`src/rtl/uart_tx_feeder.sv`:
```
// Transmit feeder for the MiniUART: buffers CPU bytes in a FIFO and drains
// them over WISHBONE, polling LSR[5] before each TX data register write.
module uart_tx_feeder #(
  parameter int DEPTH_LOG2 = 4,
  parameter int GUARD      = 4
) (
  input  logic                  CLK_I,
  input  logic                  RST_I,
  input  logic                  push,
  input  logic [7:0]            push_data,
  output logic                  full,
  output logic                  empty,
  output logic [DEPTH_LOG2:0]   count,
  output logic                  ovf,
  output logic                  busy,
  output logic [4:0]            M_ADD_O,
  output logic [31:0]           M_DAT_O,
  input  logic [31:0]           M_DAT_I,
  output logic                  M_STB_O,
  output logic                  M_WE_O,
  input  logic                  M_ACK_I
);

  localparam int DEPTH = 1 << DEPTH_LOG2;
  localparam int GW    = $clog2(GUARD);
  localparam logic [GW-1:0]         GUARD_LOAD = GW'(GUARD - 1);
  localparam logic [DEPTH_LOG2:0]   DEPTH_CNT  = (DEPTH_LOG2 + 1)'(DEPTH);
  localparam logic [DEPTH_LOG2-1:0] PTR_ONE    = DEPTH_LOG2'(1'b1);
  localparam logic [DEPTH_LOG2:0]   CNT_ONE    = (DEPTH_LOG2 + 1)'(1'b1);
  localparam logic [GW-1:0]         GUARD_ONE  = GW'(1'b1);
  localparam logic [4:0]            ADDR_LSR   = 5'b01000;
  localparam logic [4:0]            ADDR_TXD   = 5'b00100;

  typedef enum logic [1:0] {ST_IDLE, ST_POLL, ST_WRITE, ST_GUARD} state_t;

  state_t                  state_r, state_next_s;
  logic [7:0]              mem_r [DEPTH];
  logic [DEPTH_LOG2-1:0]   wr_ptr_r, rd_ptr_r;
  logic [DEPTH_LOG2:0]     count_r;
  logic                    ovf_r;
  logic [GW-1:0]           guard_cnt_r;
  logic                    full_s, empty_s, push_ok_s, pop_s;
  logic                    stb_r, we_r, stb_next_s, we_next_s;
  logic [4:0]              add_r, add_next_s;
  logic [31:0]             dat_r, dat_next_s;
  logic                    dat_i_unused_s;

  assign full_s         = (count_r == DEPTH_CNT);
  assign empty_s        = (count_r == '0);
  assign push_ok_s      = push && !full_s;
  assign pop_s          = (state_r == ST_WRITE) && M_ACK_I;
  assign dat_i_unused_s = ^{M_DAT_I[31:6], M_DAT_I[4:0]};

  assign full    = full_s;
  assign empty   = empty_s;
  assign count   = count_r;
  assign ovf     = ovf_r;
  assign busy    = (state_r != ST_IDLE) || !empty_s;
  assign M_STB_O = stb_r;
  assign M_WE_O  = we_r;
  assign M_ADD_O = add_r;
  assign M_DAT_O = dat_r;

  // FIFO storage; contents need no reset since count gates every read
  always_ff @(posedge CLK_I) begin
    if (push_ok_s && !RST_I) begin
      mem_r[wr_ptr_r] <= push_data;
    end
  end

  // FIFO pointers, occupancy and sticky overflow flag
  always_ff @(posedge CLK_I) begin
    if (RST_I) begin
      wr_ptr_r <= '0;
      rd_ptr_r <= '0;
      count_r  <= '0;
      ovf_r    <= 1'b0;
    end else begin
      if (push_ok_s) wr_ptr_r <= wr_ptr_r + PTR_ONE;
      if (pop_s)     rd_ptr_r <= rd_ptr_r + PTR_ONE;
      case ({push_ok_s, pop_s})
        2'b10:   count_r <= count_r + CNT_ONE;
        2'b01:   count_r <= count_r - CNT_ONE;
        default: count_r <= count_r;
      endcase
      if (push && full_s) ovf_r <= 1'b1;
    end
  end

  // Master FSM next-state logic
  always_comb begin
    state_next_s = state_r;
    case (state_r)
      ST_IDLE:  if (!empty_s) state_next_s = ST_POLL;  else state_next_s = ST_IDLE;
      ST_POLL:  if (M_ACK_I && M_DAT_I[5]) state_next_s = ST_WRITE; else state_next_s = ST_POLL;
      ST_WRITE: if (M_ACK_I) state_next_s = ST_GUARD; else state_next_s = ST_WRITE;
      ST_GUARD: if (guard_cnt_r == '0) state_next_s = ST_IDLE; else state_next_s = ST_GUARD;
      default:  state_next_s = ST_IDLE;
    endcase
  end

  // Bus outputs decoded from the upcoming state so they register in step with it;
  // the head cannot move before the WRITE ack, so sampling it here is safe
  always_comb begin
    stb_next_s = 1'b0;
    we_next_s  = 1'b0;
    add_next_s = 5'b00000;
    dat_next_s = 32'h0000_0000;
    case (state_next_s)
      ST_POLL: begin
        stb_next_s = 1'b1;
        add_next_s = ADDR_LSR;
      end
      ST_WRITE: begin
        stb_next_s = 1'b1;
        we_next_s  = 1'b1;
        add_next_s = ADDR_TXD;
        dat_next_s = {24'h00_0000, mem_r[rd_ptr_r]};
      end
      default: begin
        stb_next_s = 1'b0;
      end
    endcase
  end

  // State, guard counter and registered bus outputs
  always_ff @(posedge CLK_I) begin
    if (RST_I) begin
      state_r     <= ST_IDLE;
      guard_cnt_r <= '0;
      stb_r       <= 1'b0;
      we_r        <= 1'b0;
      add_r       <= 5'b00000;
      dat_r       <= 32'h0000_0000;
    end else begin
      state_r <= state_next_s;
      stb_r   <= stb_next_s;
      we_r    <= we_next_s;
      add_r   <= add_next_s;
      dat_r   <= dat_next_s;
      if (pop_s) begin
        guard_cnt_r <= GUARD_LOAD;
      end else if (state_r == ST_GUARD && guard_cnt_r != '0) begin
        guard_cnt_r <= guard_cnt_r - GUARD_ONE;
      end
    end
  end

endmodule

```
`config.mk`:
```
export PLATFORM = sky130hd
export DESIGN_NAME = uart_tx_feeder
export DESIGN_NICKNAME = d
export VERILOG_FILES = /design/src/rtl/uart_tx_feeder.sv
export SDC_FILE = /design/constraint.sdc
export NUM_CORES = 1
export LEC_CHECK = 0
export ABC_AREA = 0
export BUFFER_PORTS_ARGS = -buffer_cell sky130_fd_sc_hd__buf_2
export CAP_MARGIN = 40
export CORE_MARGIN = 2
export CORE_UTILIZATION = 60
export DETAILED_ROUTE_END_ITERATION = 10
export PLACE_DENSITY = 0.91
export SLEW_MARGIN = 10
export SYNTH_ARGS = -nofsm -noshare
export SYNTH_HDL_FRONTEND = slang
export SYNTH_SLANG_ARGS = --single-unit
```
`constraint.sdc`:
```
create_clock -name CLK_I -period 7.89 [get_ports CLK_I]
set_input_delay 1.1835 -clock CLK_I [delete_from_list [all_inputs] [get_ports CLK_I]]
set_output_delay 1.1835 -clock CLK_I [all_outputs]
set_load 0.03 [all_outputs]
```
Yosys cells after proc, flatten, opt, wreduce, memory -nomap -nowiden
Memory sizes are Yosys's and may differ from the RTL's. A register that Yosys moved wholly into a read port is not among the register bits. Index checks and enable logic that the tools add are counted.

Bits in registers: 49. RAM bits: 128. Bits of input ports: 44. Output and inout port bits: 48. Logic and storage cells: 57. Memories kept: 1.

Memory list: mem_r (depth 16, width 8, read ports 1, clocked after memory_dff 1, wr ports 1, line 37) `logic [7:0] mem_r [DEPTH];`.

Add/subtract/negate cells: 5. Equality and inequality tests: 8. Mux-type cells: 13. Bitwise gates (word level): 1. Reductions and logical operators: 19.

Operator list (count): $pmux 5 s2 (1); $add 4x1->4 const B (2); $eq 2x2->1 const B (4); $mux 2 (4); $pmux 2 s4 (1); $pmux 4 s2 (1); $reduce_bool 2->1 (4); $eq 2x1->1 const B (3); $logic_and 1x1->1 (6); $mux 1 (6); $add 5x1->5 const B (1); $eq 5x5->1 const B (1); $logic_not 5->1 (1); $sub 5x1->5 const B (1); $logic_not 2->1 (2); $reduce_or 2->1 (2); $logic_not 1->1 (3); $sub 2x1->2 const B (1); $logic_or 1x1->1 (1); $not 1->1 (1).

Longest topological paths before layout
Depth in word-level cells: 6. Mapped depth: 12. Mapped depth without buffers: 11.

Worst setup path after synthesis
No wires, ideal clock.

Path kind: register to output. Start point: register count_r[1], in the netlist count[1]. End point: output port busy. Arrival: 2.011 ns. Data required time: 6.707 ns. Setup slack: 4.695 ns. Cell stages (with the launch flop): 6. Path buffers: 2. Cells stage by stage: dfxtp_1 > buf_6 > or4_1 > buf_2 > nor2_1 > nand2_1.

Word-level cells in the longest chain between the ends: 3.

Ends and longest elaborated chain: start: declaration (line 39) `logic [DEPTH_LOG2:0] count_r;`; start signal: assignment (line 82) `2'b10: count_r <= count_r + CNT_ONE;`; start signal: assignment (line 83) `2'b01: count_r <= count_r - CNT_ONE;`; start signal: assignment (line 84) `default: count_r <= count_r;`; $logic_not 5->1 (line 49) `assign empty_s = (count_r == '0);`; named net empty (line 12) `output logic empty,`; $logic_not 1->1; $logic_or 1x1->1 (line 58) `assign busy = (state_r != ST_IDLE) || !empty_s;`; end: declaration (line 15) `output logic busy,`.

The timed path passes the listed nets, and every way through them passes these cells.

Worst setup path in the final report
Start point: register count_r[1], in the netlist count[1]. End point: output port busy.

Word-level cells in the longest chain between the ends: 3.

Ends and longest elaborated chain (line): $logic_not 5->1 (49); $logic_not 1->1; $logic_or 1x1->1 (58).

No other way between the ends.

==> impl_summary.txt <==
----------------------------------------------------
[Status]
  Outcome ... complete, no violations

[Clock tree]
  H-Tree Level Count ... 4
  Resized Gates After CTS ... 0
  CTS Hold Bufs ... 0
  TritonCTS clock tree ... yes
  Buffers inserted during post-CTS setup optimization ... 0
  Clock-pin slew reported for the worst setup and hold paths after clock tree synthesis ... 60 ps
  Clock Path Buffers ... 2
  Clock latency at the later pin of the worst-skew pair ... 520 ps
  Clock tree root buffer cell ... sky130_fd_sc_hd__clkbuf_8
  Number of clock sinks ... 158
  TritonCTS Buffers ... 17

[Worst setup path]
  Cells along the critical path ... or4_1 > nor2_1 > nand2_1 > buf_2
  Max Fanout on Critical Path ... 9
  Category of the critical setup timing path ... flip-flop to output pin
  Sum of buffers and inverters on the critical path ... 1
  Crit path DAT ... 2070 ps
  Worst R2R Setup Slack ... 4830 ps
  Startpoint Class ... flip-flop
  Worst path required time ... 6710 ps
  Nature of the critical path endpoint ... output pin
  CP max stage cell ... sky130_fd_sc_hd__or4_1
  Dominant delay contributor by cell family on the critical path ... simple AND/OR/NAND/NOR gates
  Biggest cell delay along the critical path ... 720 ps

[STA]
  F_max ... 307 MHz
  Crit path time final ... 3250 ps
  Worst Clk Skew ... 4.75 ps
  Final period utilization ... 41.2%
  Pin slew with the least headroom to its limit ... 930 ps
  Rel. slew slack ... 37.9%
  Setup Viol. Count Final ... 0
  Final slew viol count ... 0
  Final TNS setup ... 0 ps
  Hold slack ... 502 ps
  Final hold violation count ... 0
  Setup repair after global routing missed its margin ... false

[Route]
  Via Count ... 3,522
  DRC violations left ... 0
  Antenna-violating nets left ... 0
  First-pass detailed-route iteration total ... 5
  Sum of routed wire length over all layers ... 12,400 um
  Via-per-instance ratio ... 5.91
  Starting DRC count in detailed routing ... 306
  Wire length per cell ... 20.8 um

[GRT]
  First-pass GRT wire length ... 19,000 um
  Remaining global-route overflow ... 0
  Number of global-route vias before repair ... 3,496
  Largest net degree at the start of global routing ... 40
  Antenna violations before repair ... 0
  Global-route total usage across every layer ... 22.9%

[Placement]
  Instance area after placement ... 6730 um2
  Weighted congestion at the end of routability-driven global placement ... 0.802
  Post-detail-place hpwl ... 7540 um
  Quantity of I/O buffers inserted on ports ... 33

[Flow run]
  Maximum Capacitance Violations ... 0

[Power]
  Reported leakage power ... 2.55 nW
  Peak supply drop ... 0.000192 V
  Power per standard cell area ... 261 nW/um2

[Floorplanning]
  Io pins ... 92
  DIE WIDTH ... 109 um
  Initial core utilization ... 61.0%
  Core footprint ... 10,800 um2
  Area of the die ... 11,800 um2
  Number of cell rows ... 38
  Die height ... 109 um

[Min path]
  Worst hold path type ... flip-flop to flip-flop

[Cells and area]
  Layout filler cell count ... 671
  Area used by sequential logic in the layout ... 4450 um2
  Commonest non-fill, non-tap cells in the layout ... sky130_fd_sc_hd__edfxtp_1 (128), sky130_fd_sc_hd__nor2_1 (38), sky130_fd_sc_hd__buf_2 (33)
  Final net count ... 500
  Most common library cell in the layout ignoring fill and taps ... sky130_fd_sc_hd__edfxtp_1
  Layout overhead on the synthesized area ... 11.8%
  Proportion of layout cells with a drive suffix above 1 ... 21.9%
  Post-route cell area ... 7360 um2
  Number of diodes ... 0
  Area occupied by multi-input gates ... 1900 um2

[Yosys]
  Post-Synthesis Cell Area ... 6580 um2
  Number of unique standard cell types used by synthesis ... 48
  Cell type with the highest aggregate area in the netlist ... sky130_fd_sc_hd__edfxtp_1
  Ys Warns ... 0
  Total of flip-flops plus latches after synthesis ... 158
  Average size of a mapped cell ... 16.1 um2
  Sequential area share after synthesis ... 67.5%
  Leading post-synthesis cells by cell area ... sky130_fd_sc_hd__edfxtp_1 (58%), sky130_fd_sc_hd__mux4_2 (9.6%), sky130_fd_sc_hd__dfxtp_1 (9.1%), sky130_fd_sc_hd__buf_4 (3.4%), sky130_fd_sc_hd__mux2i_1 (2.9%)
  Fraction of synthesized cell area taken by the top area cell type ... 58.4%
  Cells after Synth ... 409

----------------------------------------------------
cell families (layout without fill, tap and decap cells):
kind of cell | after synthesis | after routing | synth area share, %
buffers and inverters | 57 | 78 | 5.19
adders and majority gates | 13 | 13 | 2.47
and+or+nand+nor | 79 | 79 | 5.72
muxes | 48 | 48 | 12.6
other | 1 | 27 | 0.0570
DFF | 158 | 158 | 67.5
AOI/OAI and AO/OA | 44 | 44 | 5.23
xor gates and xnor gates | 9 | 9 | 1.20
per-layer routing:
| metal | share of wire, % | global-route usage (%) | up-vias |
|---|---|---|---|
| li1 | - | - | 1582 |
| met1 | 40 | 28.1 | 1754 |
| met2 | 52 | 38.8 | 164 |
| met3 | 6.1 | 6.40 | 22 |
| met4 | 1.8 | 8.88 | 0 |
| met5 | 0 | 0 | - |
sequential cells by signal (all words and copies together) (netlist names), 2 cells and up:
name,count
mem_r,128
M_DAT_O,8
count,5
rd_ptr_r,4
wr_ptr_r,4
M_ADD_O,2
guard_cnt_r,2
state_r,2
worst reg2reg max path, delay by kind of cell, from the launching register on:
kind                       cells  cell delay (ps)
AOI/OAI and AO/OA              4             1010
and+or+nand+nor                2              780
adders and majority gates      2              560
DFF                            1              400
xor gates and xnor gates       1              120
buffers and inverters          1               90
worst paths after layout:
kind | startpoint | endpoint | depth (start not counted)
worst max register to register | count[1] | count[4] | 10
worst max-delay path | count[1] | busy | 4
worst min register to register | ovf | ovf | 2
worst min-delay path | ovf | ovf | 2
layout make-up:
| class | instances | area share [%] |
|---|---|---|
| sequential | 158 | 60.4 |
| multi-input combinational | 220 | 25.7 |
| clock buffer | 20 | 5.91 |
| timing repair buffer | 36 | 2.55 |
| clock inverter | 12 | 2.52 |
| tap | 140 | 2.38 |
| inverter | 10 | 0.510 |
power by group:
group	leakage (nW)	internal (W)	switching [W]
registers	1.40	0.000917	0.0000130
clock network	0.294	0.000526	0.000319
logic	0.862	0.0000442	0.000103
total	2.55	0.00149	0.000436
cell usage after synthesis (all sizes together):
library cell / n
a22o: 4
xor2: 6
mux2i: 19
a22oi: 4
a221oi: 1
nand3b: 1
o22ai: 4
nor3: 2
a31oi: 3
mux4: 28
a311o: 1
o32ai: 1
a21o: 1
ha: 13
a211o: 3
and3b: 2
mux2: 1
xnor2: 3
nor2b: 7
a2111oi: 1
a221o: 4
buf: 38
a311oi: 1
inv: 10
or4: 1
o31ai: 1
nor3b: 1
dfxtp: 30
o21ai: 5
nand2: 12
a21oi: 7
and3: 5
clkbuf: 9
nand2b: 3
edfxtp: 128
o21a: 1
nand3: 2
conb: 1
or4b: 1
or3: 2
o211ai: 2
and2: 2
nor2: 38
metrics by stage:
step                setup slack [ps]  std cells  util (%)  total power (W)
CTS                             4630        595      68.1          0.00194
detailed placement              4670        563      62.4          0.00109
floorplan                       4700        435         -          0.00106
global placement                4730        563      62.4          0.00108
finish                          4640        596      68.2          0.00192
global route                    4540        596      68.2          0.00198
No activity file was read; power rests on OpenSTA's default activity.
